[src/rtl/config_loader.sv]
// rtl/config_loader.sv - serial config loader: sync-word hunt, MSB-first data word, even-parity check
module config_loader #(
  parameter logic [7:0] SYNC_WORD = 8'hA5,
  parameter int         CFG_W     = 8
) (
  input  logic             clock,
  input  logic             reset,
  input  logic             cfg_valid,
  input  logic             cfg_bit,
  input  logic             cfg_restart,
  output logic             cfg_ready,
  output logic [CFG_W-1:0] BitFile,
  output logic             cfg_done,
  output logic             cfg_error
);

  localparam int CNT_W = $clog2(CFG_W + 1);

  typedef enum logic [2:0] {
    SYNC   = 3'd0,
    DATA   = 3'd1,
    PARITY = 3'd2,
    DONE   = 3'd3,
    ERROR  = 3'd4
  } state_t;

  state_t           state_q, state_d;
  logic [7:0]       win_q, win_d, win_shift;
  logic [CNT_W-1:0] cnt_q, cnt_d;
  logic [CFG_W-1:0] shadow_q, shadow_d;
  logic [CFG_W-1:0] bf_q, bf_d;
  logic             done_q, done_d;
  logic             err_q, err_d;
  logic             accept;

  assign cfg_ready = (state_q == SYNC) || (state_q == DATA) || (state_q == PARITY);
  assign accept    = cfg_valid && cfg_ready;
  assign win_shift = {win_q[6:0], cfg_bit};
  assign BitFile   = bf_q;
  assign cfg_done  = done_q;
  assign cfg_error = err_q;

  always_ff @(posedge clock or negedge reset) begin
    if (!reset) begin
      state_q  <= SYNC;
      win_q    <= '0;
      cnt_q    <= '0;
      shadow_q <= '0;
      bf_q     <= '0;
      done_q   <= 1'b0;
      err_q    <= 1'b0;
    end else begin
      state_q  <= state_d;
      win_q    <= win_d;
      cnt_q    <= cnt_d;
      shadow_q <= shadow_d;
      bf_q     <= bf_d;
      done_q   <= done_d;
      err_q    <= err_d;
    end
  end

  always_comb begin
    state_d  = state_q;
    win_d    = win_q;
    cnt_d    = cnt_q;
    shadow_d = shadow_q;
    bf_d     = bf_q;
    done_d   = done_q;
    err_d    = err_q;

    // Restart wins over any bit offered on the same edge; flags clear only out of DONE/ERROR.
    if (cfg_restart) begin
      state_d  = SYNC;
      win_d    = '0;
      cnt_d    = '0;
      shadow_d = '0;
      if ((state_q == DONE) || (state_q == ERROR)) begin
        done_d = 1'b0;
        err_d  = 1'b0;
      end
    end else if (accept) begin
      case (state_q)
        SYNC: begin
          win_d = win_shift;
          if (win_shift == SYNC_WORD) begin
            state_d = DATA;
            cnt_d   = '0;
          end
        end
        DATA: begin
          shadow_d = {shadow_q[CFG_W-2:0], cfg_bit};
          if (cnt_q == CNT_W'(CFG_W - 1)) begin
            state_d = PARITY;
            cnt_d   = '0;
          end else begin
            cnt_d = cnt_q + 1'b1;
          end
        end
        PARITY: begin
          if (((^shadow_q) ^ cfg_bit) == 1'b0) begin
            bf_d    = shadow_q;
            done_d  = 1'b1;
            state_d = DONE;
          end else begin
            err_d   = 1'b1;
            state_d = ERROR;
          end
        end
        default: begin
          state_d = state_q;
        end
      endcase
    end
  end

endmodule
[config.mk]
export PLATFORM = sky130hd
export DESIGN_NAME = config_loader
export DESIGN_NICKNAME = d
export VERILOG_FILES = /design/src/rtl/config_loader.sv
export SDC_FILE = /design/constraint.sdc
export NUM_CORES = 1
export LEC_CHECK = 0
export ABC_AREA = 0
export BUFFER_PORTS_ARGS = -buffer_cell sky130_fd_sc_hd__buf_2
export CAP_MARGIN = 5
export CORE_MARGIN = 2
export CORE_UTILIZATION = 32
export DETAILED_ROUTE_END_ITERATION = 10
export PLACE_DENSITY = 0.47
export RECOVER_POWER = 25
export SYNTH_ARGS = -nofsm -noshare
export SYNTH_HDL_FRONTEND = slang
export SYNTH_SLANG_ARGS = --single-unit
[constraint.sdc]
create_clock -name clock -period 4.9 [get_ports clock]
set_input_delay 0.245 -clock clock [delete_from_list [all_inputs] [get_ports clock]]
set_output_delay 0.245 -clock clock [all_outputs]
set_load 0.01 [all_outputs]
## Yosys cells after proc, flatten, opt, wreduce, memory -nomap -nowiden

Cells that the tools add are included.

- $add $sub $neg: 1
- Equal/unequal tests: 10
- Multiplexer cells: 26
- Bitwise operators: 3
- Reductions and logical operators: 20

Operators by type and width:

| operator | count |
|---|---|
| $mux 8 | 3 |
| $mux 7 | 3 |
| $mux 4 | 4 |
| $reduce_and 4->1 | 4 |
| $mux 3 | 5 |
| $reduce_bool 2->1 | 5 |
| $mux 1 | 9 |
| $pmux 3 s3 | 1 |
| $eq 8x8->1 const B | 1 |
| $pmux 4 s2 | 1 |
| $reduce_xor 8->1 | 1 |
| $eq 3x2->1 const B | 2 |
| $ne 3x2->1 const B | 2 |
| $add 4x1->4 const B | 1 |
| $eq 4x3->1 const B | 1 |
| $reduce_and 2->1 | 2 |
| $reduce_bool 4->1 | 1 |
| $eq 3x1->1 const B | 1 |
| $eq 3x3->1 const B | 1 |
| $logic_not 3->1 | 1 |
| $logic_or 1x1->1 | 3 |
| $reduce_and 3->1 | 1 |
| $reduce_bool 3->1 | 1 |
| $ne 2x1->1 const B | 1 |
| 4 further kinds | 5 |

- Register bits: 32
- Input port bits: 5
- Output and inout bits: 11
- Word-level logic and storage cells: 67

## Depth between registers and ports, before layout

Gate-level depths: netlist of run 1.

- Depth in word-level cells: 6
- Mapped depth: 6

## Least setup slack after synthesis of run 1

OpenSTA, ideal clock, no wires.

- Path kind: reg2reg
- From: register shadow_q[3]
- To: register bf_q[0] (netlist: BitFile[0])
- Library setup time: 125 ps
- Arrival time: 1690 ps
- Data required time: 4775 ps
- Setup slack: 3086 ps
- Cell stages (with the launch flop): 5
- Path buffers: 0
- Clock period less this slack: 1814 ps
- Cell sequence: dfrtp_1 xor2_1 xnor3_2 mux2i_4 mux2_2

- Longest elaborated chain between the ends: 4

Ends and longest elaborated chain:

| element | RTL line | RTL |
|---|---|---|
| from (decl) | 30 | `logic [CFG_W-1:0] shadow_q, shadow_d;` |
| from (signal assigned) | 56 | `shadow_q <= shadow_d;` |
| $reduce_xor 8->1 | 101 | `if (((^shadow_q) ^ cfg_bit) == 1'b0) begin` |
| $xor 1x1->1 | 101 |  |
| $not 1->1 (no source line) | -- |  |
| $reduce_and 4->1 (no source line) | -- |  |
| to (signal assigned) | 49 | `bf_q <= '0;` |
| to (signal assigned) | 57 | `bf_q <= bf_d;` |
| to (decl) | 31 | `logic [CFG_W-1:0] bf_q, bf_d;` |

No other way between the ends.
A chain may end at the register's enable or synchronous reset.

## Final worst setup path of run 1

- From: register state_q[0]
- To: register bf_q[4] (netlist: BitFile[4])

- Longest elaborated chain between the ends: 5
- Elaborated cells between the ends (all ways): 7
- Classes of those cells: eq/ne: 2; reduce/logical: 5

Ends and longest elaborated chain:

| element | RTL line | RTL |
|---|---|---|
| from (decl) | 27 | `state_t state_q, state_d;` |
| from (signal assigned) | 53 | `state_q <= state_d;` |
| $eq 3x1->1 or $logic_not 3->1 (tied branches) | 36 | `assign cfg_ready = (state_q == SYNC) \|\| (state_q == DATA) \|\| (state_q == PARITY);` |
| $logic_or 1x1->1 (2 in series) | 36 |  |
| $logic_and 1x1->1 | 37 | `assign accept = cfg_valid && cfg_ready;` |
| $reduce_and 4->1 (no source line) (*) | -- |  |

Every way passes the cells marked *; elsewhere a longest branch is shown, timed or not.

==> impl_metrics.xml, run 1 <==
<?xml version="1.0" encoding="UTF-8"?>
<metrics>
  <group name="logic_synthesis">
    <metric name="synth_top_family_by_area" unit="">simple AND/OR/NAND/NOR gates</metric>
    <metric name="synthFlopType" unit="">sky130_fd_sc_hd__dfrtp_1</metric>
    <metric name="synth.lib_cells_used.distinct" unit="">31</metric>
    <metric name="synthTopCellsByCount" unit="">32 x sky130_fd_sc_hd__dfrtp_1, 27 x sky130_fd_sc_hd__nand2_1, 21 x sky130_fd_sc_hd__a21oi_1, 14 x sky130_fd_sc_hd__o21ai_0, 8 x sky130_fd_sc_hd__mux2_2</metric>
    <metric name="share_of_synthesized_area_occupied_by_flip_flops_and_latches" unit="">0.515</metric>
    <metric name="synthMostInstantiatedCell" unit="">sky130_fd_sc_hd__dfrtp_1</metric>
    <metric name="synth_enable_flop_cells" unit="">0</metric>
    <metric name="net_count_after_synthesis" unit="">159</metric>
    <metric name="mean_post_synth_cell_area" unit="µm²">10.2</metric>
    <metric name="ys_async_sr_fraction" unit="">1.00</metric>
    <metric name="synth_top_area_cell" unit="">sky130_fd_sc_hd__dfrtp_1</metric>
    <metric name="ys_seq_elements" unit="">32</metric>
    <metric name="xor_and_xnor_area_share_after_synthesis" unit="">0.0523</metric>
    <metric name="synth_simple_gate_area_frac" unit="">0.170</metric>
    <metric name="synth.cell_area" unit="mm²">0.00156</metric>
    <metric name="area_fraction_in_compound_gates_after_synthesis" unit="">0.158</metric>
    <metric name="ys_warn_count" unit="">0</metric>
    <metric name="post_synth_mux_area_share" unit="">0.0724</metric>
    <metric name="yosys.area_share.adder" unit="">0.00805</metric>
    <metric name="synthDominantCellAreaShare" unit="">0.515</metric>
    <metric name="post_synth_inst_count" unit="">153</metric>
    <metric name="yosys-top-cells-area" unit="">sky130_fd_sc_hd__dfrtp_1 51%, sky130_fd_sc_hd__a21oi_1 6.8%, sky130_fd_sc_hd__nand2_1 6.5%, sky130_fd_sc_hd__mux2_2 5.8%, sky130_fd_sc_hd__o21ai_0 4.5%</metric>
  </group>
  <group name="power_and_ir_drop">
    <metric name="power.ir.vdd_worst" unit="µV">136</metric>
    <metric name="leakagePower" unit="nW">0.786</metric>
    <metric name="power.density_cell_area" unit="mW/mm²">302</metric>
  </group>
  <group name="clock_network">
    <metric name="cts.hold.buffers_added" unit="">0</metric>
    <metric name="tritoncts" unit="">built</metric>
    <metric name="cts_inserted_buffers" unit="">5</metric>
    <metric name="ctsResizeCount" unit="">0</metric>
    <metric name="clock_tree.buffer_depth" unit="">2</metric>
    <metric name="reg_clk_slew_reported_paths" unit="ns">0.07</metric>
    <metric name="tritoncts_num_sinks" unit="">32</metric>
    <metric name="cts_post_setup_buffers_inserted" unit="">0</metric>
    <metric name="htree_num_levels" unit="">2</metric>
    <metric name="clock_tree.root_cell" unit="">sky130_fd_sc_hd__clkbuf_8</metric>
    <metric name="clkLatencyLatePin" unit="ns">0.29</metric>
  </group>
  <group name="cells_and_area">
    <metric name="fin_nets" unit="">173</metric>
    <metric name="post_route_cells_drive_above_1_share" unit="">0.190</metric>
    <metric name="multi_input_area" unit="µm²">716</metric>
    <metric name="n_antenna_cell" unit="">0</metric>
    <metric name="fillCellCount" unit="">461</metric>
    <metric name="final-seq-area" unit="µm²">801</metric>
    <metric name="flow.area_growth_from_synthesis" unit="%">14.0</metric>
    <metric name="stdcell_area" unit="mm²">0.00177</metric>
    <metric name="instances_no_fill" unit="">222</metric>
  </group>
  <group name="setup_path">
    <metric name="cp.arrival" unit="ns">2.28</metric>
    <metric name="max_stage_delay" unit="ns">0.55</metric>
    <metric name="timing.critical_path.cells" unit="">nor3b_1, nand3b_1, mux2i_4, mux2_2</metric>
    <metric name="worst_path_dominant_cell_family" unit="">multiplexers</metric>
    <metric name="worstPathRequired" unit="ns">5.07</metric>
    <metric name="cp_num_buf_inv" unit="">0</metric>
    <metric name="crit_end_category" unit="">register</metric>
    <metric name="worstSetupPathType" unit="">reg2reg</metric>
    <metric name="critical_path.slowest_cell" unit="">sky130_fd_sc_hd__dfrtp_1</metric>
    <metric name="timing.critical_path.from_type" unit="">register</metric>
    <metric name="critical_path_peak_fanout" unit="">19</metric>
  </group>
  <group name="run_status">
    <metric name="failed_checks" unit="">max-capacitance violations, max-slew violations</metric>
    <metric name="outcome" unit="">complete, but fails checks</metric>
  </group>
  <group name="grt">
    <metric name="grt_pass1_wl" unit="µm">5500</metric>
    <metric name="grt_start_max_net_pins" unit="">33</metric>
    <metric name="grt_pass1_vias" unit="">1154</metric>
    <metric name="total_routing_usage_gr" unit="">0.135</metric>
    <metric name="remaining_overflow_grt" unit="">0</metric>
    <metric name="antenna_found_initial" unit="">0</metric>
  </group>
  <group name="sta">
    <metric name="clock-skew-final" unit="ns">0.00494</metric>
    <metric name="finalHoldWorstSlack" unit="ns">0.254</metric>
    <metric name="period_minus_slack" unit="ns">2.11</metric>
    <metric name="slew_violations" unit="">33</metric>
    <metric name="timing.setup.tns" unit="ns">0</metric>
    <metric name="slew_headroom" unit="">-0.171</metric>
    <metric name="slew_at_the_pin_closest_to_its_max_slew_limit" unit="ns">1.76</metric>
    <metric name="worst_slack" unit="ns">2.79</metric>
    <metric name="final-hold-violation-count" unit="">0</metric>
    <metric name="finalSetupViolCount" unit="">0</metric>
    <metric name="max_clock_freq" unit="GHz">0.475</metric>
    <metric name="rsz_0062_raised_after_global_routing" unit="">no</metric>
    <metric name="min_period_over_period" unit="">0.430</metric>
  </group>
  <group name="routing">
    <metric name="route.detailed.drc" unit="">0</metric>
    <metric name="route.final.wire_length" unit="µm">3190</metric>
    <metric name="vias" unit="">1185</metric>
    <metric name="detailed_routing_iteration_count_for_the_pre_antenna_repair_pass" unit="">4</metric>
    <metric name="drt-initial-drc-count" unit="">65</metric>
    <metric name="route.detailed.vias_per_inst" unit="">5.34</metric>
    <metric name="drt-wirelength-per-cell" unit="µm">14.4</metric>
    <metric name="detail-route-antenna-nets" unit="">0</metric>
  </group>
  <group name="placed_design">
    <metric name="dp_hpwl" unit="µm">2130</metric>
    <metric name="io_buffers" unit="">15</metric>
    <metric name="gp_congestion" unit="">0.766</metric>
    <metric name="placedCellCount" unit="">214</metric>
    <metric name="placement.setup.worst_slack" unit="ns">2.78</metric>
    <metric name="dpl_cell_area" unit="mm²">0.00167</metric>
  </group>
  <group name="die">
    <metric name="dieArea" unit="mm²">0.00543</metric>
    <metric name="rows" unit="">25</metric>
    <metric name="core_region_area" unit="mm²">0.00469</metric>
    <metric name="die_width" unit="µm">73.7</metric>
    <metric name="initial_core_util" unit="">0.331</metric>
    <metric name="die_height" unit="µm">73.7</metric>
    <metric name="io_pins" unit="">16</metric>
  </group>
  <group name="worst_hold_path">
    <metric name="timing.hold.worst.class" unit="">in2reg</metric>
  </group>
  <group name="run">
    <metric name="max_cap_viols" unit="">1</metric>
  </group>
</metrics>
-- flip-flops by register name, indices dropped and copies added (netlist names) --
name	cells
win_q	7
state_q	3
BitFile	8
cfg_done	1
shadow_q	8
cnt_q	4
cfg_error	1
-- worst reg2reg max path: stages, from the launching register on --
cell	delay (ns)
sky130_fd_sc_hd__dfrtp_1	0.55
sky130_fd_sc_hd__nor3b_1	0.47
sky130_fd_sc_hd__nand3b_1	0.19
sky130_fd_sc_hd__mux2i_4	0.39
sky130_fd_sc_hd__mux2_2	0.39
-- final timing paths --
kind | from | end | slack, ns | cells past startpoint
max in group asynchronous | reset | win_q[6] | 3.46 | 1
worst max register to register | state_q[0] | BitFile[4] | 2.79 | 4
worst min-delay path | cfg_bit | shadow_q[0] | 0.25 | 3
worst min register to register | cfg_done | cfg_done | 0.49 | 1
min in group asynchronous | reset | cfg_done | 0.42 | 1
worst max-delay path | state_q[0] | BitFile[4] | 2.79 | 4
-- per-stage QoR --
stage / utilization / total power (W)
finish: 0.378 / 0.000535
global route: 0.378 / 0.000557
CTS: 0.378 / 0.000543
detailed placement: 0.355 / 0.000293
global placement: 0.355 / 0.000293
floorplan: - / 0.000282
-- cells in the final DEF, fill, tap and decap left out, drive strengths merged, types with 2 or more instances in the layout --
| cell | instances |
|---|---|
| a21oi | 21 |
| a32o | 2 |
| and2 | 2 |
| buf | 14 |
| clkbuf | 7 |
| dfrtp | 32 |
| inv | 2 |
| mux2 | 8 |
| nand2 | 27 |
| nand3 | 2 |
| nand3b | 3 |
| nand4b | 2 |
| nor2 | 6 |
| nor3b | 5 |
| o21a | 2 |
| o21ai | 14 |
| xnor2 | 2 |
| xnor3 | 2 |
| xor2 | 2 |
-- report_power, final --
group	total [W]	internal, W	switching, W
Clock	0.000247	0.000151	0.0000967
Combinational	0.0000209	0.00000520	0.0000157
Sequential	0.000266	0.000265	0.000000920
-- metal layers --
metal | track usage | vias up | wire [µm]
li1 | - | 569 | -
met1 | 0.173 | 585 | 1470
met2 | 0.204 | 23 | 1540
met3 | 0.0370 | 8 | 100
met4 | 0.0727 | 0 | 74
met5 | 0 | - | 0
-- cell families after synthesis --
family | count (synthesis)
and+or+nand+nor | 52
AOI/OAI and AO/OA | 43
DFF | 32
buffers and inverters | 10
muxes | 9
xor gates and xnor gates | 6
adders and majority gates | 1
-- area by class of cell --
class / instances / share of cell area
Tap cell: 54 / 0.0381
Sequential cell: 32 / 0.452
Multi-Input combinational cell: 111 / 0.404
Clock buffer: 6 / 0.0409
Timing Repair Buffer: 15 / 0.0416
Clock inverter: 2 / 0.0198
Inverter: 2 / 0.00423
Power figures use the tool's default switching activity.
==> inputs of run 2 (changes only) <==
==> constraint.sdc (replaced) <==
create_clock -name clock -period 2.1 [get_ports clock]
set_input_delay 0.105 -clock clock [delete_from_list [all_inputs] [get_ports clock]]
set_output_delay 0.105 -clock clock [all_outputs]
set_load 0.01 [all_outputs]
==> run 2 against run 1 <==
Against the previous run:
- the run now ends clean
- combinational power is 150% higher
- register-to-register slack worse by 2.6 ns
- cell area is 2.7% higher
- sequential share of layout area is 1.2 points lower
- fmax is 8.4% higher
- worst hold slack worse by 0.12 ns
- utilization is 1.0 points higher
- sequential power is 130% higher
- via count is 1.2% lower
- largest cell class unchanged
==> impl_metrics.xml, run 2 (same netlist as run 1, synthesis figures left out) <==
<?xml version="1.0" encoding="UTF-8"?>
<metrics>
  <group name="run_status">
    <metric name="outcome" unit="">finished, final reports clean</metric>
  </group>
  <group name="setup_path">
    <metric name="cp.arrival" unit="ns">2.11</metric>
    <metric name="crit_end_category" unit="">register</metric>
    <metric name="timing.critical_path.from_type" unit="">register</metric>
    <metric name="worstSetupPathType" unit="">reg2reg</metric>
    <metric name="number_of_cells_on_the_worst_reg_to_reg_path" unit="">4</metric>
    <metric name="worstPathRequired" unit="ns">2.26</metric>
    <metric name="critical_path_peak_fanout" unit="">9</metric>
  </group>
  <group name="clock_network">
    <metric name="cts.hold.buffers_added" unit="">1</metric>
    <metric name="tritoncts_num_sinks" unit="">32</metric>
    <metric name="clkLatencyLatePin" unit="ns">0.28</metric>
    <metric name="reg_clk_slew_reported_paths" unit="ns">0.06</metric>
    <metric name="htree_num_levels" unit="">2</metric>
    <metric name="cts_post_setup_buffers_inserted" unit="">0</metric>
    <metric name="cts_inserted_buffers" unit="">5</metric>
    <metric name="clock_tree.buffer_depth" unit="">2</metric>
    <metric name="clock_tree.root_cell" unit="">sky130_fd_sc_hd__clkbuf_8</metric>
    <metric name="ctsResizeCount" unit="">0</metric>
    <metric name="tritoncts" unit="">built</metric>
  </group>
  <group name="die">
    <metric name="die_height" unit="µm">73.7</metric>
    <metric name="die_width" unit="µm">73.7</metric>
    <metric name="rows" unit="">25</metric>
    <metric name="io_pins" unit="">16</metric>
    <metric name="dieArea" unit="mm²">0.00543</metric>
    <metric name="core_region_area" unit="mm²">0.00469</metric>
    <metric name="initial_core_util" unit="">0.331</metric>
  </group>
  <group name="power_and_ir_drop">
    <metric name="power.density_cell_area" unit="mW/mm²">718</metric>
    <metric name="design_power_total" unit="W">0.00131</metric>
    <metric name="leakagePower" unit="nW">0.780</metric>
    <metric name="power.ir.vdd_worst" unit="µV">439</metric>
  </group>
  <group name="sta">
    <metric name="max_clock_freq" unit="GHz">0.515</metric>
    <metric name="finalSetupViolCount" unit="">0</metric>
    <metric name="period_minus_slack" unit="ns">1.94</metric>
    <metric name="timing.setup.tns" unit="ns">0</metric>
    <metric name="clock-skew-final" unit="ns">0.00204</metric>
    <metric name="final-hold-violation-count" unit="">0</metric>
    <metric name="slew_at_the_pin_closest_to_its_max_slew_limit" unit="ns">0.801</metric>
    <metric name="slew_violations" unit="">0</metric>
    <metric name="rsz_0062_raised_after_global_routing" unit="">no</metric>
    <metric name="min_period_over_period" unit="">0.925</metric>
    <metric name="slew_headroom" unit="">0.466</metric>
  </group>
  <group name="worst_hold_path">
    <metric name="min_delay_path_depth" unit="">3</metric>
    <metric name="timing.hold.worst.class" unit="">in2reg</metric>
  </group>
  <group name="placed_design">
    <metric name="gp_congestion" unit="">0.741</metric>
    <metric name="io_buffers" unit="">15</metric>
    <metric name="dp_hpwl" unit="µm">2240</metric>
  </group>
  <group name="grt">
    <metric name="antenna_found_initial" unit="">0</metric>
    <metric name="grt_start_max_net_pins" unit="">33</metric>
    <metric name="grt_pass1_vias" unit="">1210</metric>
    <metric name="grt_pass1_wl" unit="µm">5520</metric>
    <metric name="total_routing_usage_gr" unit="">0.136</metric>
    <metric name="remaining_overflow_grt" unit="">0</metric>
  </group>
  <group name="routing">
    <metric name="detailed_routing_iteration_count_for_the_pre_antenna_repair_pass" unit="">4</metric>
    <metric name="route.detailed.vias_per_inst" unit="">5.16</metric>
    <metric name="route.detailed.drc" unit="">0</metric>
    <metric name="drt-wirelength-per-cell" unit="µm">14.1</metric>
    <metric name="drt-initial-drc-count" unit="">65</metric>
    <metric name="route.final.wire_length" unit="µm">3190</metric>
    <metric name="detail-route-antenna-nets" unit="">0</metric>
    <metric name="vias" unit="">1171</metric>
  </group>
  <group name="cells_and_area">
    <metric name="mostFrequentLayoutCell" unit="">sky130_fd_sc_hd__dfrtp_1</metric>
    <metric name="final_cell_mix" unit="">32 x sky130_fd_sc_hd__dfrtp_1, 27 x sky130_fd_sc_hd__nand2_1, 21 x sky130_fd_sc_hd__a21oi_1, 14 x sky130_fd_sc_hd__o21ai_0, 10 x sky130_fd_sc_hd__clkbuf_1</metric>
    <metric name="n_antenna_cell" unit="">0</metric>
    <metric name="post_route_cells_drive_above_1_share" unit="">0.162</metric>
    <metric name="flow.area_growth_from_synthesis" unit="%">17.1</metric>
    <metric name="fin_nets" unit="">178</metric>
  </group>
  <group name="run">
    <metric name="max_cap_viols" unit="">0</metric>
  </group>
</metrics>
run 2: cell types whose count changed in the layout (fill, tap and decap cells not counted), sizes merged:
cell,before,now
clkbuf,7,18
clkinv,1,0
buf,14,8
dlygate4sd3,0,1
run 2: power by group:
group	total [W]	internal, W	switching (W)
Clock	0.000634	0.000418	0.000216
Sequential	0.000622	0.000620	0.00000202
Combinational	0.0000518	0.0000146	0.0000372
Total	0.00131	0.00105	0.000255
run 2: path summary, 6_finish.rpt:
path | slack, ns | from | to
worst min-delay path | 0.13 | cfg_bit | win_q[0]
worst max register to register | 0.16 | shadow_q[3] | BitFile[3]
max in group asynchronous | 1.15 | reset | BitFile[5]
worst min register to register | 0.50 | cfg_done | cfg_done
worst max-delay path | 0.16 | shadow_q[3] | BitFile[3]
min in group asynchronous | 0.45 | reset | BitFile[0]
run 2: layout make-up:
type / count / area [µm²]
flip-flops and latches: 32 / 801
clock buffers: 7 / 96.3
well taps: 54 / 67.6
repair buffers: 20 / 103
multi-input cells: 111 / 716
fillers: 482 / 2870
inverters: 2 / 7.51
clock inverters: 1 / 30.0
run 2: metal layers:
layer  track usage  vias to the layer above  part of all wire
li1              -                      576                 -
met1         0.168                      575              0.46
met2         0.222                       15              0.50
met3        0.0329                        5             0.027
met4        0.0626                        0             0.014
met5             0                        -                 0
run 2: metrics by stage:
step                      hold slack, ns  cell area [µm²]  utilization  instances  setup slack, ns
after floorplan                   -0.191             1560            -        153            0.286
after global placement             0.196             1700        0.362        218            0.153
after detailed placement           0.209             1700        0.362        218            0.139
after CTS                          0.122             1830        0.391        227            0.126
after global routing               0.127             1820        0.388        227           0.0181
final                              0.134             1820        0.388        227            0.158
run 2: critical path: stages, from the launching register on:
cell,delay [ns]
sky130_fd_sc_hd__dfrtp_1,0.41
sky130_fd_sc_hd__xor2_1,0.17
sky130_fd_sc_hd__xnor3_2,0.44
sky130_fd_sc_hd__mux2i_4,0.42
sky130_fd_sc_hd__mux2_2,0.38
